===== src/rtl/spi_slave_if.sv =====
// Bus bundle for spi_slave: SPI pins plus the local tx/rx byte handshakes.
// Both tx and rx transfer a word on a clk edge where valid && ready are both high; valid never waits on ready.
interface spi_slave_if #(
  parameter int DATA_LENGTH = 8
);
  logic                   spi_sck;
  logic                   spi_cs_n;
  logic                   spi_mosi;
  logic                   spi_miso;
  logic                   spi_miso_oe;
  logic [DATA_LENGTH-1:0] tx_data;
  logic                   tx_valid;
  logic                   tx_ready;
  logic [DATA_LENGTH-1:0] rx_data;
  logic                   rx_valid;
  logic                   rx_ready;
  logic                   rx_overrun;
  logic                   busy;

  modport slave (
    input  spi_sck, spi_cs_n, spi_mosi, tx_data, tx_valid, rx_ready,
    output spi_miso, spi_miso_oe, tx_ready, rx_data, rx_valid, rx_overrun, busy
  );

  modport master (
    output spi_sck, spi_cs_n, spi_mosi, tx_data, tx_valid, rx_ready,
    input  spi_miso, spi_miso_oe, tx_ready, rx_data, rx_valid, rx_overrun, busy
  );
endinterface


===== src/rtl/spi_slave.sv =====
// SPI mode-0 MSB-first slave, oversampled in the clk domain, with one-entry tx buffer and rx holding register.
// Optional feature macro: SPI_SLAVE_OVERRUN_EN (drop frames arriving while rx_data is unread, flag rx_overrun).
module spi_slave #(
  parameter int                     DATA_LENGTH = 8,
  parameter logic [DATA_LENGTH-1:0] TX_IDLE     = '0,
  parameter int                     SYNC_STAGES = 2
) (
  input  logic        clk,
  input  logic        rst_n,
  spi_slave_if.slave  bus
);

  localparam int                CNT_W    = (DATA_LENGTH > 2) ? $clog2(DATA_LENGTH) : 1;
  localparam logic [CNT_W-1:0]  CNT_LAST = CNT_W'(DATA_LENGTH - 1);

  typedef enum logic {
    IDLE   = 1'b0,
    ACTIVE = 1'b1
  } state_t;

  state_t state, state_next;

  logic [SYNC_STAGES-1:0] sck_sync, cs_sync, mosi_sync;
  logic                   sck_q;
  logic                   sck_s, cs_s, mosi_s;
  logic                   sck_rise, sck_fall;

  logic [DATA_LENGTH-1:0] tx_shift, tx_buf, preload;
  logic                   tx_full, tx_accept;
  logic [DATA_LENGTH-1:0] rx_shift, rx_data_q, rx_word;
  logic                   rx_valid_q, rx_hs;
  logic [CNT_W-1:0]       bit_cnt;
  logic                   shift_en, frame_done, commit, frame_keep;

  // cs sync resets high so a fresh reset never looks like a chip-select fall.
  always_ff @(posedge clk or negedge rst_n) begin
    if (!rst_n) begin
      sck_sync  <= '0;
      cs_sync   <= '1;
      mosi_sync <= '0;
      sck_q     <= 1'b0;
    end else begin
      sck_sync  <= {sck_sync[SYNC_STAGES-2:0], bus.spi_sck};
      cs_sync   <= {cs_sync[SYNC_STAGES-2:0], bus.spi_cs_n};
      mosi_sync <= {mosi_sync[SYNC_STAGES-2:0], bus.spi_mosi};
      sck_q     <= sck_s;
    end
  end

  assign sck_s    = sck_sync[SYNC_STAGES-1];
  assign cs_s     = cs_sync[SYNC_STAGES-1];
  assign mosi_s   = mosi_sync[SYNC_STAGES-1];
  assign sck_rise = sck_s & ~sck_q;
  assign sck_fall = ~sck_s & sck_q;

  always_ff @(posedge clk or negedge rst_n) begin
    if (!rst_n) state <= IDLE;
    else        state <= state_next;
  end

  always_comb begin
    state_next = state;
    case (state)
      IDLE:    if (!cs_s) state_next = ACTIVE;
      ACTIVE:  if (cs_s)  state_next = IDLE;
      default: state_next = IDLE;
    endcase
  end

  assign shift_en   = (state == ACTIVE) && !cs_s;
  assign frame_done = shift_en && sck_rise && (bit_cnt == CNT_LAST);
  // A word is committed at chip-select fall and at the trailing fall of every completed frame.
  assign commit     = ((state == IDLE) && !cs_s) || (shift_en && sck_fall && (bit_cnt == '0));
  assign preload    = tx_full ? tx_buf : TX_IDLE;
  assign tx_accept  = bus.tx_valid && !tx_full;
  assign rx_hs      = rx_valid_q && bus.rx_ready;
  assign rx_word    = {rx_shift[DATA_LENGTH-2:0], mosi_s};

`ifdef SPI_SLAVE_OVERRUN_EN
  logic rx_overrun_q;
  logic drop;

  assign drop       = frame_done && rx_valid_q && !rx_hs;
  assign frame_keep = frame_done && !drop;

  always_ff @(posedge clk or negedge rst_n) begin
    if (!rst_n)      rx_overrun_q <= 1'b0;
    else if (drop)   rx_overrun_q <= 1'b1;
    else if (rx_hs)  rx_overrun_q <= 1'b0;
  end

  assign bus.rx_overrun = rx_overrun_q;
`else
  assign frame_keep     = frame_done;
  assign bus.rx_overrun = 1'b0;
`endif

  always_ff @(posedge clk or negedge rst_n) begin
    if (!rst_n) begin
      tx_full    <= 1'b0;
      tx_buf     <= '0;
      tx_shift   <= TX_IDLE;
      rx_shift   <= '0;
      bit_cnt    <= '0;
      rx_data_q  <= '0;
      rx_valid_q <= 1'b0;
    end else begin
      // A commit in the same cycle as a write only ever sees an empty buffer, so the write wins.
      if (commit)    tx_full <= 1'b0;
      if (tx_accept) begin
        tx_full <= 1'b1;
        tx_buf  <= bus.tx_data;
      end

      if ((state == IDLE) || commit)  tx_shift <= preload;
      else if (shift_en && sck_fall)  tx_shift <= tx_shift << 1;

      if (shift_en && sck_rise) begin
        rx_shift <= rx_word;
        bit_cnt  <= (bit_cnt == CNT_LAST) ? '0 : bit_cnt + CNT_W'(1);
      end else if (cs_s) begin
        bit_cnt  <= '0;
      end

      if (frame_keep) begin
        rx_data_q  <= rx_word;
        rx_valid_q <= 1'b1;
      end else if (rx_hs) begin
        rx_valid_q <= 1'b0;
      end
    end
  end

  assign bus.spi_miso    = tx_shift[DATA_LENGTH-1];
  assign bus.spi_miso_oe = ~cs_s;
  assign bus.tx_ready    = ~tx_full;
  assign bus.rx_data     = rx_data_q;
  assign bus.rx_valid    = rx_valid_q;
  // busy is the full FSM state (two states), so it doubles as the state debug output.
  assign bus.busy        = (state == ACTIVE);

endmodule


===== src/flat_wrapper.sv =====
// flat-port wrapper written by rule: the top's interface ports become plain ports
module spi_slave_flat 
#(
  parameter int                     DATA_LENGTH = 8,
  parameter logic [DATA_LENGTH-1:0] TX_IDLE     = '0,
  parameter int                     SYNC_STAGES = 2
)
  (clk, rst_n, bus_spi_sck, bus_spi_cs_n, bus_spi_mosi, bus_tx_data, bus_tx_valid, bus_rx_ready, bus_spi_miso, bus_spi_miso_oe, bus_tx_ready, bus_rx_data, bus_rx_valid, bus_rx_overrun, bus_busy);
  spi_slave_if #(.DATA_LENGTH(DATA_LENGTH)) bus_i ();
  input  logic clk;
  input  logic rst_n;
  input wire logic [$bits(bus_i.spi_sck)-1:0] bus_spi_sck;
  input wire logic [$bits(bus_i.spi_cs_n)-1:0] bus_spi_cs_n;
  input wire logic [$bits(bus_i.spi_mosi)-1:0] bus_spi_mosi;
  input wire logic [$bits(bus_i.tx_data)-1:0] bus_tx_data;
  input wire logic [$bits(bus_i.tx_valid)-1:0] bus_tx_valid;
  input wire logic [$bits(bus_i.rx_ready)-1:0] bus_rx_ready;
  output wire logic [$bits(bus_i.spi_miso)-1:0] bus_spi_miso;
  output wire logic [$bits(bus_i.spi_miso_oe)-1:0] bus_spi_miso_oe;
  output wire logic [$bits(bus_i.tx_ready)-1:0] bus_tx_ready;
  output wire logic [$bits(bus_i.rx_data)-1:0] bus_rx_data;
  output wire logic [$bits(bus_i.rx_valid)-1:0] bus_rx_valid;
  output wire logic [$bits(bus_i.rx_overrun)-1:0] bus_rx_overrun;
  output wire logic [$bits(bus_i.busy)-1:0] bus_busy;
  assign bus_i.spi_sck = bus_spi_sck;
  assign bus_i.spi_cs_n = bus_spi_cs_n;
  assign bus_i.spi_mosi = bus_spi_mosi;
  assign bus_i.tx_data = bus_tx_data;
  assign bus_i.tx_valid = bus_tx_valid;
  assign bus_i.rx_ready = bus_rx_ready;
  assign bus_spi_miso = bus_i.spi_miso;
  assign bus_spi_miso_oe = bus_i.spi_miso_oe;
  assign bus_tx_ready = bus_i.tx_ready;
  assign bus_rx_data = bus_i.rx_data;
  assign bus_rx_valid = bus_i.rx_valid;
  assign bus_rx_overrun = bus_i.rx_overrun;
  assign bus_busy = bus_i.busy;
  spi_slave #(.DATA_LENGTH(DATA_LENGTH), .TX_IDLE(TX_IDLE), .SYNC_STAGES(SYNC_STAGES)) u_core (.clk(clk), .rst_n(rst_n), .bus(bus_i));
endmodule

===== config.mk =====
export PLATFORM = sky130hd
export DESIGN_NAME = spi_slave_flat
export DESIGN_NICKNAME = d
export VERILOG_FILES = /design/src/rtl/spi_slave_if.sv /design/src/rtl/spi_slave.sv /design/src/flat_wrapper.sv
export SDC_FILE = /design/constraint.sdc
export NUM_CORES = 1
export LEC_CHECK = 0
export ABC_AREA = 1
export BUFFER_PORTS_ARGS = -buffer_cell sky130_fd_sc_hd__buf_2
export CAP_MARGIN = 15
export CORE_MARGIN = 2
export CORE_UTILIZATION = 35
export DETAILED_ROUTE_END_ITERATION = 8
export PLACE_DENSITY = 0.58
export SLEW_MARGIN = 20
export SYNTH_ARGS = -nofsm -noshare
export SYNTH_HDL_FRONTEND = slang
export SYNTH_SLANG_ARGS = --single-unit
export TNS_END_PERCENT = 30

===== constraint.sdc =====
create_clock -name clk -period 1.6 [get_ports clk]
set_input_delay 0.08 -clock clk [delete_from_list [all_inputs] [get_ports clk]]
set_output_delay 0.08 -clock clk [all_outputs]
set_load 0.01 [all_outputs]

## Word level (Yosys, flattened, before mapping)

Index checks and enable logic that the tools add are counted.

| storage, ports and cells | value |
|---|---|
| register bits | 44 |
| logic and storage cells | 49 |

| operators by class | value |
|---|---|
| add/sub/neg operators | 1 |
| multiplexer cells | 11 |
| equality and inequality tests | 1 |
| reduce and logical (&&, ||, !) cells | 17 |
| bitwise gates (word level) | 7 |

Operator list:

| cell | count |
|---|---|
| 8-bit two-way mux | 3 |
| 3-bit two-way mux | 3 |
| 1-bit logical AND | 8 |
| 2-bit nonzero test | 4 |
| 1-bit two-way mux | 5 |
| 1-bit inverter | 5 |
| 3-bit by 1-bit adder with 3-bit output (second input constant) | 1 |
| 3-bit == test (second input constant) | 1 |
| 3-bit logical NOT | 1 |
| 1-bit bitwise AND | 2 |
| 1-bit logical NOT | 2 |
| 1-bit logical OR | 2 |

## Depth between registers and ports, before layout

| depth | value |
|---|---|
| depth after elaboration | 7 |
| gate-level depth with buffers | 9 |
| gate-level depth less buffers | 9 |

## Worst setup path before layout

OpenSTA, ideal clock, no wires.

| timing path | value |
|---|---|
| path kind | reg2reg |
| start point | reg u_core.bit_cnt[0] |
| end point | reg u_core.rx_valid_q, in the netlist u_core.bus.rx_valid |
| required time | 1.472 ns |
| arrival | 1.158 ns |
| buffers on the path | 1 |
| slack | 0.314 ns |
| cell stages (with the launch flop) | 8 |
| cell sequence | dfrtp_1 -> ha_1 -> ha_1 -> inv_1 -> nor2_4 -> inv_2 -> buf_6 -> o21ai_0 |

| between the ends | value |
|---|---|
| longest elaborated chain between the ends | 3 |

Ends and longest elaborated chain:

| element | RTL line | RTL |
|---|---|---|
| start: declaration | spi_slave.sv:32 | `logic [CNT_W-1:0] bit_cnt;` |
| start signal: assignment | spi_slave.sv:120 | `bit_cnt <= (bit_cnt == CNT_LAST) ? '0 : bit_cnt + CNT_W'(1);` |
| 3-bit == test (*) | spi_slave.sv:71 | `assign frame_done = shift_en && sck_rise && (bit_cnt == CNT_LAST);` |
| 1-bit logical AND (*) | spi_slave.sv:71 |  |
| 1-bit two-way mux or 2-bit nonzero test (tied branches) | -- |  |
| end signal: assignment | spi_slave.sv:106 | `rx_valid_q <= 1'b0;` |
| end signal: assignment | spi_slave.sv:127 | `rx_valid_q <= 1'b1;` |
| end signal: assignment | spi_slave.sv:129 | `rx_valid_q <= 1'b0;` |
| end: declaration | spi_slave.sv:31 | `logic rx_valid_q, rx_hs;` |

Mark *: on every way between the ends. The rest lies on a longest branch, timed or not.
A chain may end at the register's enable or synchronous reset.

## Worst setup path in the final report

Ends and elaborated chain as after synthesis.

==> impl_metrics.tcl <==
set metrics [dict create \
    cpLargestDelayFamily "flip-flops" \
    grt_pass1_wl_um 5740 \
    cts_tree "done" \
    power_frac_comb_pct 17.0 \
    start_kind "flop" \
    setup_viol_count_final 0 \
    drive_above_1_share_pct 29.20 \
    cts.sinks 44 \
    cpMostUsedCell "ha_1" \
    cp_max_fo 15 \
    grt-ovfl-total 0 \
    synth_nets 202 \
    drt_iter0_markers 74 \
    grt.total_usage_pct 12.43 \
    port_buffers 27 \
    synth_top_area_cell "dfrtp_1" \
    total_power_mw 2.503 \
    drc_errors 0 \
    fmax_ghz 0.7100 \
    num_vias 1276 \
    synthCells 184 \
    layout.cells.non_filler 296 \
    p_int_mw 1.834 \
    path_class "reg -> reg" \
    dp.cells 283 \
    max_stage_delay_ns 0.38 \
    numCtsBuffers 5 \
    core_area_um2 5075 \
    grt_pass1_vias 1250 \
    yosys.area.top_type_share_pct 57.22 \
    skew_ns 0.008101 \
    swShare_pct 26.73 \
    antenna_found_initial 0 \
    max_cap_viol_count 0 \
    clock_path_buffers 2 \
    place_area_um2 2078 \
    wl_per_cell_um 10.64 \
    cts-htree-levels 2 \
    drt-vias-per-instance 4.311 \
    vdd_ir_drop_max_v 0.0007078 \
    cp_slowest_cell "dfrtp_1" \
    finalSetupTns_ns 0 \
    final_common_cell "nand2_1" \
    gp_congestion 0.7718 \
    hold_violations 0 \
    pin_count 29 \
    path_clk_slew_ns 0.08 \
    status "finished clean" \
    fin_nets 243 \
    rsz0062_at_grt "false" \
    area_growth_syn_to_layout_pct 20.78 \
    routed_wl_um 3150 \
    ctsResizeCount 0 \
    drv_slew 0 \
    dp_hpwl_um 2290 \
    cts_root_buf "clkbuf_8" \
    worstPathCellList "ha_1, ha_1, inv_1, nor2_4, inv_2, o21ai_0" \
    power_frac_seq_pct 54.9 \
    finalInstanceArea_um2 2218 \
    rows 26 \
    crit_arrival_ns 1.56 \
    min_period_over_period_pct 88.03 \
    leakagePower_nw 1.154 \
    insertion_delay_ns 0.29 \
    ys_seq_elements 44 \
    seq_area_frac_synth_pct 60.08 \
    avgSynthCellArea_um2 9.982 \
    fp.dieH_um 76.44 \
    dieArea_um2 5843 \
    netlist-cell-type-count 22 \
    initial_core_util_pct 36.19 \
    ctsHoldBuffers 5 \
    ant_nets 0 \
    cp_data_required_time_ns 1.76 \
    syn_area_um2 1837 \
    final_cell_mix "51 x nand2_1, 42 x dfrtp_1, 27 x buf_2" \
    ys_top_cells_by_area "dfrtp_1 57%, nand2_1 10%, nand3_1 4.9%" \
    power.density_nw_per_um2 1128 \
    holdCritPathClass "in -> reg" \
    worst-path-buf-inv 2 \
    crit_path_end_kind "flop" \
    pwr-share-clk_pct 28.2 \
    yosysWarnings 0 \
    drt_pass1_iterations 4 \
    grt_max_degree 25 \
    p_switching_uw 668.9 \
    cts_setup_buffers 0 \
    chipWidth_um 76.44 \
    period_minus_slack_ns 1.408 \
    n_antenna_cell 0 \
]
-- cell type report --
type | count | area, um^2
sequential | 44 | 1104
clock buffer | 8 | 90.09
fill | 517 | 2856
tap | 70 | 87.58
timing repair buffer | 39 | 237.7
multi-input combinational | 110 | 605.6
inverter | 25 | 93.84
-- path summary, 6_finish.rpt --
kind	startpoint	to	slack (ns)	depth (start not counted)
hold reg to reg	u_core.sck_sync[0]	u_core.sck_sync[1]	0.35	0
max in group asynchronous	rst_n	u_core.tx_full	0.77	3
setup / recovery	u_core.bit_cnt[0]	u_core.bus.rx_valid	0.19	6
hold / removal	bus_tx_data[6]	u_core.tx_buf[6]	0.02	2
setup reg to reg	u_core.bit_cnt[0]	u_core.bus.rx_valid	0.19	6
min in group asynchronous	rst_n	u_core.rx_shift[0]	0.29	2
-- kinds of logic (layout without fill, tap and decap cells) --
kind of cell    after synthesis  in the layout  share of synthesized area [%]
flops                        44             44                          60.08
buf+inv                      30             72                          6.948
simple gates                 80             80                          19.55
fa+ha+maj                     3              3                          2.044
other cells                   1              1                         0.2042
mux                           8              8                          4.905
compound gates               18             18                          6.267
-- sequential cells by signal (all words and copies together), names as in the netlist, 2 cells and up --
signal,cells
u_core.cs_sync,2
u_core.rx_shift,7
u_core.bit_cnt,3
u_core.bus.rx_data,8
u_core.tx_shift,8
u_core.tx_buf,8
u_core.sck_sync,2
u_core.mosi_sync,2
-- Yosys cell counts --
cell type and number:
o21ai_0 10, o211ai_1 1, buf_2 3, mux2_2 8
dfstp_2 2, inv_1 23, nand2_1 51, nand3_1 18
a21oi_1 1, nand3_2 1, nor2_2 2, inv_2 2
o21ai_2 6, conb_1 1, buf_6 1, nand2_2 3
ha_1 3, nand4_1 1, dfrtp_1 42, nor2_4 2
nor2_1 2, buf_4 1
-- stage by stage --
step / hold WS (ns) / setup WS [ns] / utilization (%)
finish: 0.01631 / 0.1916 / 43.71
global route: 0.008762 / 0.05333 / 43.71
CTS: 0.006611 / 0.1886 / 43.71
detailed placement: 0.07837 / 0.2004 / 40.95
global placement: 0.08037 / 0.2388 / 40.95
floorplan: -0.2156 / 0.3139 / -
-- per-layer routing --
layer	global-route usage [%]	vias to the layer above	routed length (um)
met5	0	-	0
met4	5.455	0	66
met3	3.673	5	123
met2	18.67	28	1379
met1	16.68	589	1580
li1	-	654	-
-- power groups by stage --
stage          Clock, mW  Combinational, mW  Sequential [mW]
2_1_floorplan          0              0.299             1.37
3_3_place_gp           0              0.412             1.39
3_5_place_dp           0              0.423             1.39
4_1_cts            0.726              0.433             1.37
5_1_grt            0.782              0.495             1.40
6_report           0.705              0.424             1.37
No activity file was read; power rests on OpenSTA's default activity.
